File: src/rtl/rx_block_if.sv
// Serial-side and byte-side signals of the UART receive stage.
// The master drives the line and oversample tick; the slave is the receiver.
interface rx_block_if;
    logic       clk_en;
    logic       rx_in;
    logic [7:0] mdata;
    logic       done;
    logic       frame_err;
    logic       busy;

    modport master (
        output clk_en,
        output rx_in,
        input  mdata,
        input  done,
        input  frame_err,
        input  busy
    );

    modport slave (
        input  clk_en,
        input  rx_in,
        output mdata,
        output done,
        output frame_err,
        output busy
    );
endinterface

File: src/rtl/rx_block.sv
// UART 8N1 receiver: mid-bit sampling on an oversample tick, glitch filter, framing errors.
// Optional RX_MAJORITY_EN: each bit sample is a 3-tick majority vote of the synchronized line.
module rx_block #(
    parameter int OVERSAMPLE = 16
) (
    input  logic       clk,
    input  logic       rst,
    rx_block_if.slave  bus
);

    localparam int CW = $clog2(OVERSAMPLE);
    localparam logic [CW-1:0] HALF_M1 = CW'(OVERSAMPLE / 2 - 1);
    localparam logic [CW-1:0] FULL_M1 = CW'(OVERSAMPLE - 1);

    typedef enum logic [2:0] {
        IDLE      = 3'd0,
        START     = 3'd1,
        DATA      = 3'd2,
        STOP      = 3'd3,
        WAIT_HIGH = 3'd4
    } state_t;

    state_t        state_reg, state_next;
    logic          rx_meta_reg, rxs_reg;
    logic [CW-1:0] cnt_reg;
    logic [2:0]    bitn_reg;
    logic [7:0]    sh_reg;
    logic [7:0]    mdata_reg;
    logic          done_reg, frame_err_reg;
    logic          sample_bit;

    logic          cnt_clear, cnt_inc, bitn_clear, bitn_inc, shift_en;
    logic          done_next, frame_err_next, busy;

    // Two-flop synchronizer; resets to the idle (high) line level.
    always_ff @(posedge clk or posedge rst) begin
        if (rst) begin
            rx_meta_reg <= 1'b1;
            rxs_reg     <= 1'b1;
        end else begin
            rx_meta_reg <= bus.rx_in;
            rxs_reg     <= rx_meta_reg;
        end
    end

`ifdef RX_MAJORITY_EN
    // The vote window is {two prior ticks, live rxs}; only the prior two need storage.
    logic [1:0] hist_reg;

    always_ff @(posedge clk or posedge rst) begin
        if (rst) begin
            hist_reg <= 2'b11;
        end else if (bus.clk_en) begin
            hist_reg <= {hist_reg[0], rxs_reg};
        end
    end

    assign sample_bit = (rxs_reg & hist_reg[0]) | (rxs_reg & hist_reg[1]) |
                        (hist_reg[0] & hist_reg[1]);
`else
    assign sample_bit = rxs_reg;
`endif

    always_ff @(posedge clk or posedge rst) begin
        if (rst) begin
            state_reg <= IDLE;
        end else begin
            state_reg <= state_next;
        end
    end

    always_comb begin
        state_next = state_reg;
        if (bus.clk_en) begin
            case (state_reg)
                IDLE: begin
                    if (!rxs_reg) state_next = START;
                end
                START: begin
                    if (cnt_reg == HALF_M1) state_next = sample_bit ? IDLE : DATA;
                end
                DATA: begin
                    if (cnt_reg == FULL_M1 && bitn_reg == 3'd7) state_next = STOP;
                end
                STOP: begin
                    if (cnt_reg == FULL_M1) state_next = sample_bit ? IDLE : WAIT_HIGH;
                end
                WAIT_HIGH: begin
                    if (rxs_reg) state_next = IDLE;
                end
                default: state_next = IDLE;
            endcase
        end
    end

    always_comb begin
        cnt_clear      = 1'b0;
        cnt_inc        = 1'b0;
        bitn_clear     = 1'b0;
        bitn_inc       = 1'b0;
        shift_en       = 1'b0;
        done_next      = 1'b0;
        frame_err_next = 1'b0;
        busy           = (state_reg != IDLE);
        if (bus.clk_en) begin
            case (state_reg)
                IDLE: begin
                    cnt_clear = !rxs_reg;
                end
                START: begin
                    if (cnt_reg == HALF_M1) begin
                        cnt_clear  = !sample_bit;
                        bitn_clear = !sample_bit;
                    end else begin
                        cnt_inc = 1'b1;
                    end
                end
                DATA: begin
                    if (cnt_reg == FULL_M1) begin
                        shift_en  = 1'b1;
                        cnt_clear = 1'b1;
                        bitn_inc  = (bitn_reg != 3'd7);
                    end else begin
                        cnt_inc = 1'b1;
                    end
                end
                STOP: begin
                    if (cnt_reg == FULL_M1) begin
                        done_next      = sample_bit;
                        frame_err_next = !sample_bit;
                    end else begin
                        cnt_inc = 1'b1;
                    end
                end
                default: ;
            endcase
        end
    end

    // Datapath; done/frame_err are cleared every cycle so they stay one clk wide.
    always_ff @(posedge clk or posedge rst) begin
        if (rst) begin
            cnt_reg       <= '0;
            bitn_reg      <= 3'd0;
            sh_reg        <= 8'h00;
            mdata_reg     <= 8'h00;
            done_reg      <= 1'b0;
            frame_err_reg <= 1'b0;
        end else begin
            done_reg      <= done_next;
            frame_err_reg <= frame_err_next;
            if (cnt_clear) begin
                cnt_reg <= '0;
            end else if (cnt_inc) begin
                cnt_reg <= cnt_reg + CW'(1);
            end
            if (bitn_clear) begin
                bitn_reg <= 3'd0;
            end else if (bitn_inc) begin
                bitn_reg <= bitn_reg + 3'd1;
            end
            if (shift_en) begin
                sh_reg <= {sample_bit, sh_reg[7:1]};
            end
            if (done_next) begin
                mdata_reg <= sh_reg;
            end
        end
    end

    assign bus.mdata     = mdata_reg;
    assign bus.done      = done_reg;
    assign bus.frame_err = frame_err_reg;
    assign bus.busy      = busy;

endmodule

File: src/flat_wrapper.sv
// flat-port wrapper written by rule: the top's interface ports become plain ports
module rx_block_flat 
#(
    parameter int OVERSAMPLE = 16
)
  (clk, rst, bus_clk_en, bus_rx_in, bus_mdata, bus_done, bus_frame_err, bus_busy);
  rx_block_if bus_i ();
  input  logic clk;
  input  logic rst;
  input wire logic [$bits(bus_i.clk_en)-1:0] bus_clk_en;
  input wire logic [$bits(bus_i.rx_in)-1:0] bus_rx_in;
  output wire logic [$bits(bus_i.mdata)-1:0] bus_mdata;
  output wire logic [$bits(bus_i.done)-1:0] bus_done;
  output wire logic [$bits(bus_i.frame_err)-1:0] bus_frame_err;
  output wire logic [$bits(bus_i.busy)-1:0] bus_busy;
  assign bus_i.clk_en = bus_clk_en;
  assign bus_i.rx_in = bus_rx_in;
  assign bus_mdata = bus_i.mdata;
  assign bus_done = bus_i.done;
  assign bus_frame_err = bus_i.frame_err;
  assign bus_busy = bus_i.busy;
  rx_block #(.OVERSAMPLE(OVERSAMPLE)) u_core (.clk(clk), .rst(rst), .bus(bus_i));
endmodule
File: config.mk
export PLATFORM = sky130hd
export DESIGN_NAME = rx_block_flat
export DESIGN_NICKNAME = d
export VERILOG_FILES = /design/src/rtl/rx_block_if.sv /design/src/rtl/rx_block.sv /design/src/flat_wrapper.sv
export SDC_FILE = /design/constraint.sdc
export NUM_CORES = 1
export LEC_CHECK = 0
export CAP_MARGIN = 20
export CORE_MARGIN = 10
export CORE_UTILIZATION = 54
export CTS_BUF_LIST = sky130_fd_sc_hd__clkbuf_16
export DETAILED_ROUTE_END_ITERATION = 7
export PLACE_DENSITY_LB_ADDON = 0.15
export RECOVER_POWER = 25
export SLEW_MARGIN = 20
export SYNTH_ARGS = -nofsm -noshare
export SYNTH_HDL_FRONTEND = slang
export SYNTH_SLANG_ARGS = --single-unit
File: constraint.sdc
create_clock -name clk -period 1.8 [get_ports clk]
set_clock_uncertainty 0.1 [all_clocks]
set_input_delay 0.36 -clock clk [delete_from_list [all_inputs] [get_ports clk]]
set_output_delay 0.36 -clock clk [all_outputs]
set_load 0.01 [all_outputs]
After elaboration in Yosys (flattened, before gate mapping):

Index checks and enable logic that the tools add are counted.

* add/subtract/negate cells: 2
* equality and inequality tests: 13
* multiplexer cells: 33
* reduce and logical (&&, ||, !) cells: 8

Operator list (count)
* 3-bit two-way mux: 8
* 1-bit two-way mux: 19
* 3-bit case mux with 5 select lines: 1
* 4-bit two-way mux: 2
* 2-bit by 1-bit != test with 1-bit output (second input constant): 4
* 3-bit by 2-bit equality test with 1-bit output (second input constant): 2
* 3-bit equality test (second input constant): 2
* 6-bit AND reduction: 1
* 4-bit by 1-bit adder with 4-bit output (second input constant): 1
* 4-bit by 3-bit equality test with 1-bit output (second input constant): 1
* 4-bit equality test (second input constant): 1
* 2-bit nonzero test: 2
* 3-bit by 1-bit adder with 3-bit output (second input constant): 1
* 3-bit by 1-bit equality test with 1-bit output (second input constant): 1
* 3-bit zero test: 1
* 3-bit != test (second input constant): 1
* 1-bit case mux with 3 select lines: 1
* 3-bit nonzero test: 1
* 2-bit two-way mux: 1
* 2-bit != test (second input constant): 1
* 1-bit case mux with 2 select lines: 1
* 2-bit OR reduction: 1
* 1-bit logical AND: 1
* 1-bit zero test: 1

* register bits: 30
* output and inout port bits: 11
* word-level logic and storage cells: 65

Longest topological paths before layout:

Gate-level depths: netlist of run 1.

* depth in word-level cells: 6
* depth in mapped cells: 7
* gate-level depth less buffers: 7

Worst setup path before layout of run 1:

Ideal clock, no wire load.

* path kind: register to register
* from: reg u_core.cnt_reg[0]
* to: reg u_core.sh_reg[0]
* setup time: 0.125 ns
* arrival time: 1.438 ns
* path slack: 0.138 ns
* stages on the path, launching flop included: 5
* buffers on the path: 0
* clock period less this slack: 1.662 ns
* cell sequence: dfrtp_1 -> ha_1 -> nand2_2 -> nor3_4 -> mux2_2

* longest elaborated chain between the ends: 4

RTL lines
* from (decl): RTL line rx_block.sv:25 `logic [CW-1:0] cnt_reg;`
* from (signal assigned): RTL line rx_block.sv:155 `cnt_reg <= cnt_reg + CW'(1);`
* 4-bit equality test: RTL line rx_block.sv:119 `if (cnt_reg == FULL_M1) begin`
* 1-bit two-way mux: RTL line rx_block.sv:119
* 1-bit two-way mux: RTL line rx_block.sv:106 `case (state_reg)`
* 1-bit two-way mux: RTL line rx_block.sv:105 `if (bus.clk_en) begin`
* to (signal assigned): RTL line rx_block.sv:163 `sh_reg <= {sample_bit, sh_reg[7:1]};`
* to (decl): RTL line rx_block.sv:27 `logic [7:0] sh_reg;`

Every way passes these cells.
A chain may end at the register's enable or synchronous reset.

Final worst setup path of run 1:

* from: in bus_clk_en
* to: reg u_core.bitn_reg[0]

* longest elaborated chain between the ends: 2

RTL lines
* from (decl): RTL line flat_wrapper.sv:10 `input wire logic [$bits(bus_i.clk_en)-1:0] bus_clk_en;`
* 1-bit two-way mux: RTL line rx_block.sv:105
* 3-bit two-way mux / 2-bit nonzero test (equally long branches)
* to (signal assigned): RTL line rx_block.sv:160 `bitn_reg <= bitn_reg + 3'd1;`
* to (decl): RTL line rx_block.sv:26 `logic [2:0] bitn_reg;`

Several ways; a longest one is shown, not always the timed one.

==> flow_summary_export.csv, run 1 <==
group,metric,value,unit
timing,setup_viol,0,
min_path,min_from,"u_core.rx_meta_reg$_DFF_PP1_",
setup_path,crit_chain,"clkdlybuf4s50_1 -> buf_4 -> and3_2 -> nand4_1 -> nor3_1 -> mux2_2",
routing,drtAntennaViolNets,0,
routing,drt_first_iter_violations,68,
timing,fin_crit_sh,98.60,%
routing,wl_per_cell,17.63,um
logic_synthesis,seq_area_frac_synth,54.68,%
setup_path,required,1.91,ns
timing,hold_viol_final,0,
placement,place_hpwl,2051,um
timing,fin_worst_hold_slack,0.2551,ns
cells_and_area,antenna_cells,0,
grt,grt_pass1_vias,1034,
setup_path,worstPathArrival,1.89,ns
pwr,pwr-share-seq,38.4,%
logic_synthesis,synthFlopType,"dfrtp_1",
timing,rsz0062_at_grt,"yes",
setup_path,cpMaxStageDelayCell,"clkdlybuf4s50_1",
run,drv_cap,0,
pwr,ir_drop,1.028,mV
clock_tree,clk_pin_slew_worst_paths,0.05,ns
pwr,intPower,1.545,mW
pwr,clock_power_share,43.5,%
grt,grt_pass1_wl,5043,um
clock_tree,htreeDepth,2,
clock_tree,cts_hold_buf,0,
pwr,power.density,1173,mW/mm^2
min_path,hp-class,"reg2reg",
cells_and_area,nets,144,
pwr,total_power,2.091,mW
setup_path,max_stage_delay,0.49,ns
cells_and_area,multi_input_area,578.1,um^2
clock_tree,numCtsBuffers,5,
logic_synthesis,yosysUniqueCellTypes,34,
pwr,switchingPower,546.4,uW
die,dieArea,0.004971,mm^2
pwr,leakage,0.8635,nW
setup_path,cp_top_family,"simple AND/OR/NAND/NOR gates",
clock_tree,cts_tree,"done",
placement,routabilityCongestion,0.9089,
cells_and_area,fill_cells,168,
clock_tree,clock_latency,0.27,ns
die,die_w,70.51,um
timing,slew_headroom,52.08,%
setup_path,end_kind,"flip-flop",
setup_path,path_max_fanout,6,
logic_synthesis,synth_edf_count,0,
clock_tree,cts.sinks,30,
routing,routed_via_density,5.743,
timing,worst_slew_pin_slew,0.7188,ns
setup_path,start_kind,"input pin",
timing,final_max_slew_viol_count,0,
pwr,pwr-share-comb,18.1,%
logic_synthesis,postSynthAreaPerCell,12.64,um^2
cells_and_area,area_growth,29.43,%
logic_synthesis,yosysWarnings,0,
grt,grt_max_degree,31,
setup_path,critPathBufInv,2,
logic_synthesis,ys_async_sr_fraction,100.0,%
setup_path,crit_type,"in2reg",
cells_and_area,regArea,754.5,um^2
placement,port_buffers,14,
logic_synthesis,synth_cells,109,
routing,drc,0,
die,io_pins,15,
routing,vias,959,
routing,dr.pass1.iters,4,
routing,wirelength,2944,um
clock_tree,cts_root_buf,"clkbuf_16",
logic_synthesis,syn_nets,116,
pwr,switching_share,26.13,%
setup_path,critPathLaunch,"bus_clk_en",
die,start_util,56.12,%
grt,grt_usage,12.81,%
clock_tree,clock_path_buffers,2,
logic_synthesis,synth_area,0.001378,mm^2
run_status,status,"completed",
grt,antenna_found_initial,0,
grt,grt-ovfl-total,0,
logic_synthesis,yosys_register_bits,30,
die,die_h,70.51,um
timing,fmax,563.4,MHz
die,row_count,18,
setup_path,timing.rr.start,"u_core.cnt_reg[1]$_DFFE_PP0P_",
timing,fin_crit,1.775,ns
die,core,0.002455,mm^2
cells_and_area,layout-drive-gt1-share,35.04,%
==> routing by layer <==
| metal | wire length (um) | GRT usage (%) | up-vias |
|---|---|---|---|
| li1 | - | - | 452 |
| met1 | 1186 | 13.47 | 472 |
| met2 | 1470 | 20.86 | 25 |
| met3 | 213 | 6.497 | 10 |
| met4 | 73 | 5.921 | 0 |
| met5 | 0 | 0 | - |
==> layout make-up <==
| cell class | count | area share [%] |
|---|---|---|
| Timing Repair Buffer | 25 | 12.98 |
| Tap cell | 30 | 2.105 |
| Clock buffer | 5 | 7.018 |
| Clock inverter | 2 | 1.895 |
| Inverter | 6 | 1.263 |
| Sequential cell | 30 | 42.32 |
| Multi-Input combinational cell | 69 | 32.42 |
==> path summary, 6_finish.rpt <==
path / slack [ns] / cells after the start / end
min: 0.26 / 0 / u_core.rxs_reg$_DFF_PP1_
max reg2reg: 0.09 / 5 / u_core.sh_reg[7]$_DFFE_PP0P_
min reg2reg: 0.26 / 0 / u_core.rxs_reg$_DFF_PP1_
max in group asynchronous: 0.48 / 3 / u_core.state_reg[0]$_DFFE_PP0P_
min in group asynchronous: 0.63 / 3 / u_core.bus.mdata[0]$_DFFE_PP0P_
max: 0.03 / 6 / u_core.bitn_reg[0]$_DFFE_PP0P_
==> power groups by stage <==
stage / Clock [mW] / Sequential [mW] / Combinational, mW
after floorplan: 0 / 0.769 / 0.259
after global placement: 0 / 0.802 / 0.371
after detailed placement: 0 / 0.803 / 0.379
after CTS: 0.917 / 0.798 / 0.377
after global routing: 0.956 / 0.804 / 0.415
final: 0.910 / 0.802 / 0.379
==> through the flow <==
step / setup TNS, ns / instances / util [%] / setup WS [ns] / area, um^2
after global placement: -3.301 / 160 / 66.05 / -0.1951 / 1622
after floorplan: 0 / 109 / - / 0.1377 / 1378
final: 0 / 167 / 72.63 / 0.02519 / 1783
after CTS: 0 / 167 / 72.53 / 0.005211 / 1780
after detailed placement: -3.827 / 160 / 66.05 / -0.2496 / 1622
after global routing: -0.01598 / 167 / 72.63 / -0.01598 / 1783
==> cells by family (layout without fill, tap and decap cells) <==
| family | count (synthesis) | after routing | share of synthesized area, % |
|---|---|---|---|
| fa+ha+maj | 3 | 3 | 2.725 |
| flops | 30 | 30 | 54.68 |
| compound gates | 16 | 16 | 8.902 |
| simple gates | 31 | 31 | 14.35 |
| mux | 19 | 19 | 15.62 |
| buf+inv | 10 | 38 | 3.724 |
==> synth_stat cells (all sizes together), types with 2 or more instances <==
| master | instances | area share (%) |
|---|---|---|
| o22ai | 3 | 1.4 |
| dfrtp | 28 | 51 |
| mux2i | 2 | 1.5 |
| a21oi | 2 | 0.73 |
| and3 | 2 | 1.1 |
| a31oi | 2 | 2.0 |
| nor4 | 2 | 1.4 |
| nand3 | 4 | 1.5 |
| mux2 | 17 | 14 |
| o21ai | 3 | 1.1 |
| nor2 | 7 | 1.9 |
| nand2 | 7 | 2.8 |
| nand4 | 3 | 1.4 |
| ha | 3 | 2.7 |
| buf | 4 | 2.1 |
| dfstp | 2 | 3.8 |
| inv | 6 | 1.6 |
| a22o | 3 | 1.9 |
| nor3 | 3 | 2.7 |
==> cell usage in the layout, fill, tap and decap left out, drive strengths merged, types with 3 or more instances in the layout <==
master,netlist,layout
a22o,3,3
nor3,3,3
o22ai,3,3
buf,4,10
nand4,3,3
dfrtp,28,28
nor2,7,7
ha,3,3
clkbuf,0,6
nand3,4,4
nand2,7,7
o21ai,3,3
inv,6,6
clkdlybuf4s50,0,11
mux2,17,17
==> what timing repair did <==
| action | 4_1_cts | 5_1_grt |
|---|---|---|
| resized for setup | 2 | 2 |
| setup buffers | 0 | 0 |
| endpoints found under the setup margin | 1 | 21 |
No activity file was read; power rests on OpenSTA's default activity.
==> inputs of run 2 (changes only) <==
clock period = 1.85 ns   (was 1.8 ns; I/O delays follow)
==> flow_summary_export.csv, run 2 (synthesis results as in run 1) <==
group,metric,value,unit
timing,fin_tns_setup,0,ns
cells_and_area,fin_util,71.30,%
cells_and_area,final_common_cell,"dfrtp_1",
setup_path,crit_type,"in2reg",
pwr,power.density,1052,mW/mm^2
cells_and_area,mostFrequentLayoutCells,"26 x dfrtp_1, 16 x mux2_2, 11 x clkdlybuf4s50_1",
routing,drc,0,
min_path,hold_depth,0,
grt,grt_usage,11.13,%
routing,drt_first_iter_violations,74,
setup_path,worstPathArrival,1.78,ns
cells_and_area,layout-drive-gt1-share,35.29,%
routing,dr.pass1.iters,4,
setup_path,timing.rr.start,"u_core.cnt_reg[0]$_DFFE_PP0P_",
clock_tree,numCtsBuffers,5,
die,die_w,70.51,um
run_status,status,"completed",
grt,grt_pass1_wl,4554,um
min_path,hold_end,"u_core.rxs_reg$_DFF_PP1_",
routing,routed_via_density,5.843,
cells_and_area,regArea,755.7,um^2
die,row_count,18,
pwr,pwr-share-comb,17.3,%
die,core,0.002455,mm^2
clock_tree,cts_hold_buf,0,
placement,routabilityCongestion,0.8186,
routing,drtAntennaViolNets,0,
cells_and_area,antenna_cells,0,
clock_tree,cts_setup_buffers,0,
min_path,hp-class,"reg2reg",
min_path,min_from,"u_core.rx_meta_reg$_DFF_PP1_",
timing,rsz0062_at_grt,"no",
pwr,pwr-share-seq,42.6,%
timing,fin_crit_sh,93.60,%
routing,wl_per_cell,16.35,um
routing,route.layer.met1.wl,1215,um
timing,fmax,577.5,MHz
timing,worst_slew_pin_slew,0.7225,ns
pwr,leakage,0.8485,nW
setup_path,rrSetupSlack,0.14,ns
cells_and_area,area_growth,27.07,%
die,io_pins,15,
clock_tree,clock_latency,0.27,ns
clock_tree,htreeDepth,2,
die,die_h,70.51,um
clock_tree,cts_root_buf,"clkbuf_16",
grt,antenna_found_initial,0,
clock_tree,clock_path_buffers,2,
routing,highest_layer,"met4",
pwr,switching_share,27.45,%
timing,final_max_slew_viol_count,0,
routing,wl_met2,1288,um
setup_path,end_kind,"flip-flop",
clock_tree,clk_pin_slew_worst_paths,0.05,ns
grt,grt-ovfl-total,0,
routing,vias,970,
placement,port_buffers,14,
setup_path,regToRegEndpoint,"u_core.bus.mdata[6]$_DFFE_PP0P_",
timing,hold_viol_final,0,
clock_tree,cts.sinks,30,
cells_and_area,nets,142,
die,start_util,56.12,%
routing,wirelength,2714,um
die,dieArea,0.004971,mm^2
cells_and_area,fill_cells,171,
timing,fin_crit,1.732,ns
timing,fin_worst_hold_slack,0.2611,ns
pwr,clock_power_share,40.1,%
pwr,switchingPower,505.3,uW
cells_and_area,fin_cells,166,
run,drv_cap,0,
timing,setup_viol,0,
clock_tree,cts_tree,"done",
placement,place_inst,158,
timing,slew_headroom,51.84,%
setup_path,required,1.90,ns
pwr,intPower,1.336,mW
pwr,ir_drop,0.8591,mV
setup_path,start_kind,"input pin",
setup_path,path_max_fanout,5,
grt,grt_max_degree,31,
placement,place_hpwl,2000,um
setup_path,reg2regPathDepth,5,
cells_and_area,multi_input_area,580.6,um^2
routing,wl_met3,166,um
grt,grt_pass1_vias,989,
## run 2: cell types whose count changed in the layout (fill, tap and decap cells not counted)
cell       delta
dfrtp_2       +1
buf_4         -2
dfrtp_1       -1
nor2_1        -1
clkinv_2      +1
inv_1         +1
nor2_2        +1
bufinv_16     -1
## run 2: power groups by stage
| stage | Sequential [mW] | Combinational [mW] | Clock (mW) |
|---|---|---|---|
| 2_1_floorplan | 0.748 | 0.252 | 0 |
| 3_3_place_gp | 0.787 | 0.313 | 0 |
| 3_5_place_dp | 0.788 | 0.323 | 0 |
| 4_1_cts | 0.782 | 0.317 | 0.750 |
| 5_1_grt | 0.791 | 0.347 | 0.784 |
| 6_report | 0.784 | 0.318 | 0.739 |
## run 2: layout make-up
type	instances	share of cell area (%)
Timing Repair Buffer	23	12.37
Clock inverter	3	0.7148
Tap cell	30	2.144
Clock buffer	5	7.148
Inverter	6	1.287
Multi-Input combinational cell	69	33.17
Sequential cell	30	43.17
## run 2: what timing repair did
item,in CTS,in global routing
setup endpoints to repair,1,5
resized for setup,4,2
cloned,0,0
## run 2: critical path: stages
cell and delay, ns:
clkdlybuf4s50_1 0.49, nand2b_2 0.12, buf_4 0.18, nor2_1 0.19, o21ai_1 0.14, mux2_2 0.29
## run 2: stage by stage
| step | setup WS (ns) | cell area [um^2] | power, mW |
|---|---|---|---|
| 2_1_floorplan | 0.1877 | 1378 | 1.000 |
| 3_3_place_gp | -0.1467 | 1607 | 1.099 |
| 3_5_place_dp | -0.2054 | 1607 | 1.111 |
| 4_1_cts | 0.07299 | 1748 | 1.849 |
| 5_1_grt | 0.03442 | 1750 | 1.922 |
| 6_report | 0.1185 | 1750 | 1.841 |
## run 2: how the worst max path moves through the flow
| stage | startpoint | to | cells after the start |
|---|---|---|---|
| after detailed placement | bus_clk_en | u_core.bitn_reg[0]$_DFFE_PP0P_ | 6 |
| after global routing | bus_clk_en | u_core.bitn_reg[0]$_DFFE_PP0P_ | 6 |
| after floorplan | u_core.cnt_reg[0]$_DFFE_PP0P_ | u_core.sh_reg[0]$_DFFE_PP0P_ | 4 |
| after global placement | bus_clk_en | u_core.bitn_reg[0]$_DFFE_PP0P_ | 6 |
| final | bus_clk_en | u_core.bitn_reg[0]$_DFFE_PP0P_ | 6 |
| after CTS | u_core.cnt_reg[0]$_DFFE_PP0P_ | u_core.bus.mdata[6]$_DFFE_PP0P_ | 5 |
## run 2: per-layer routing
metal,global-route usage [%],vias up
met5,0,-
li1,-,452
met2,18.06,35
met3,5.367,8
met4,3.289,0
met1,12.62,475
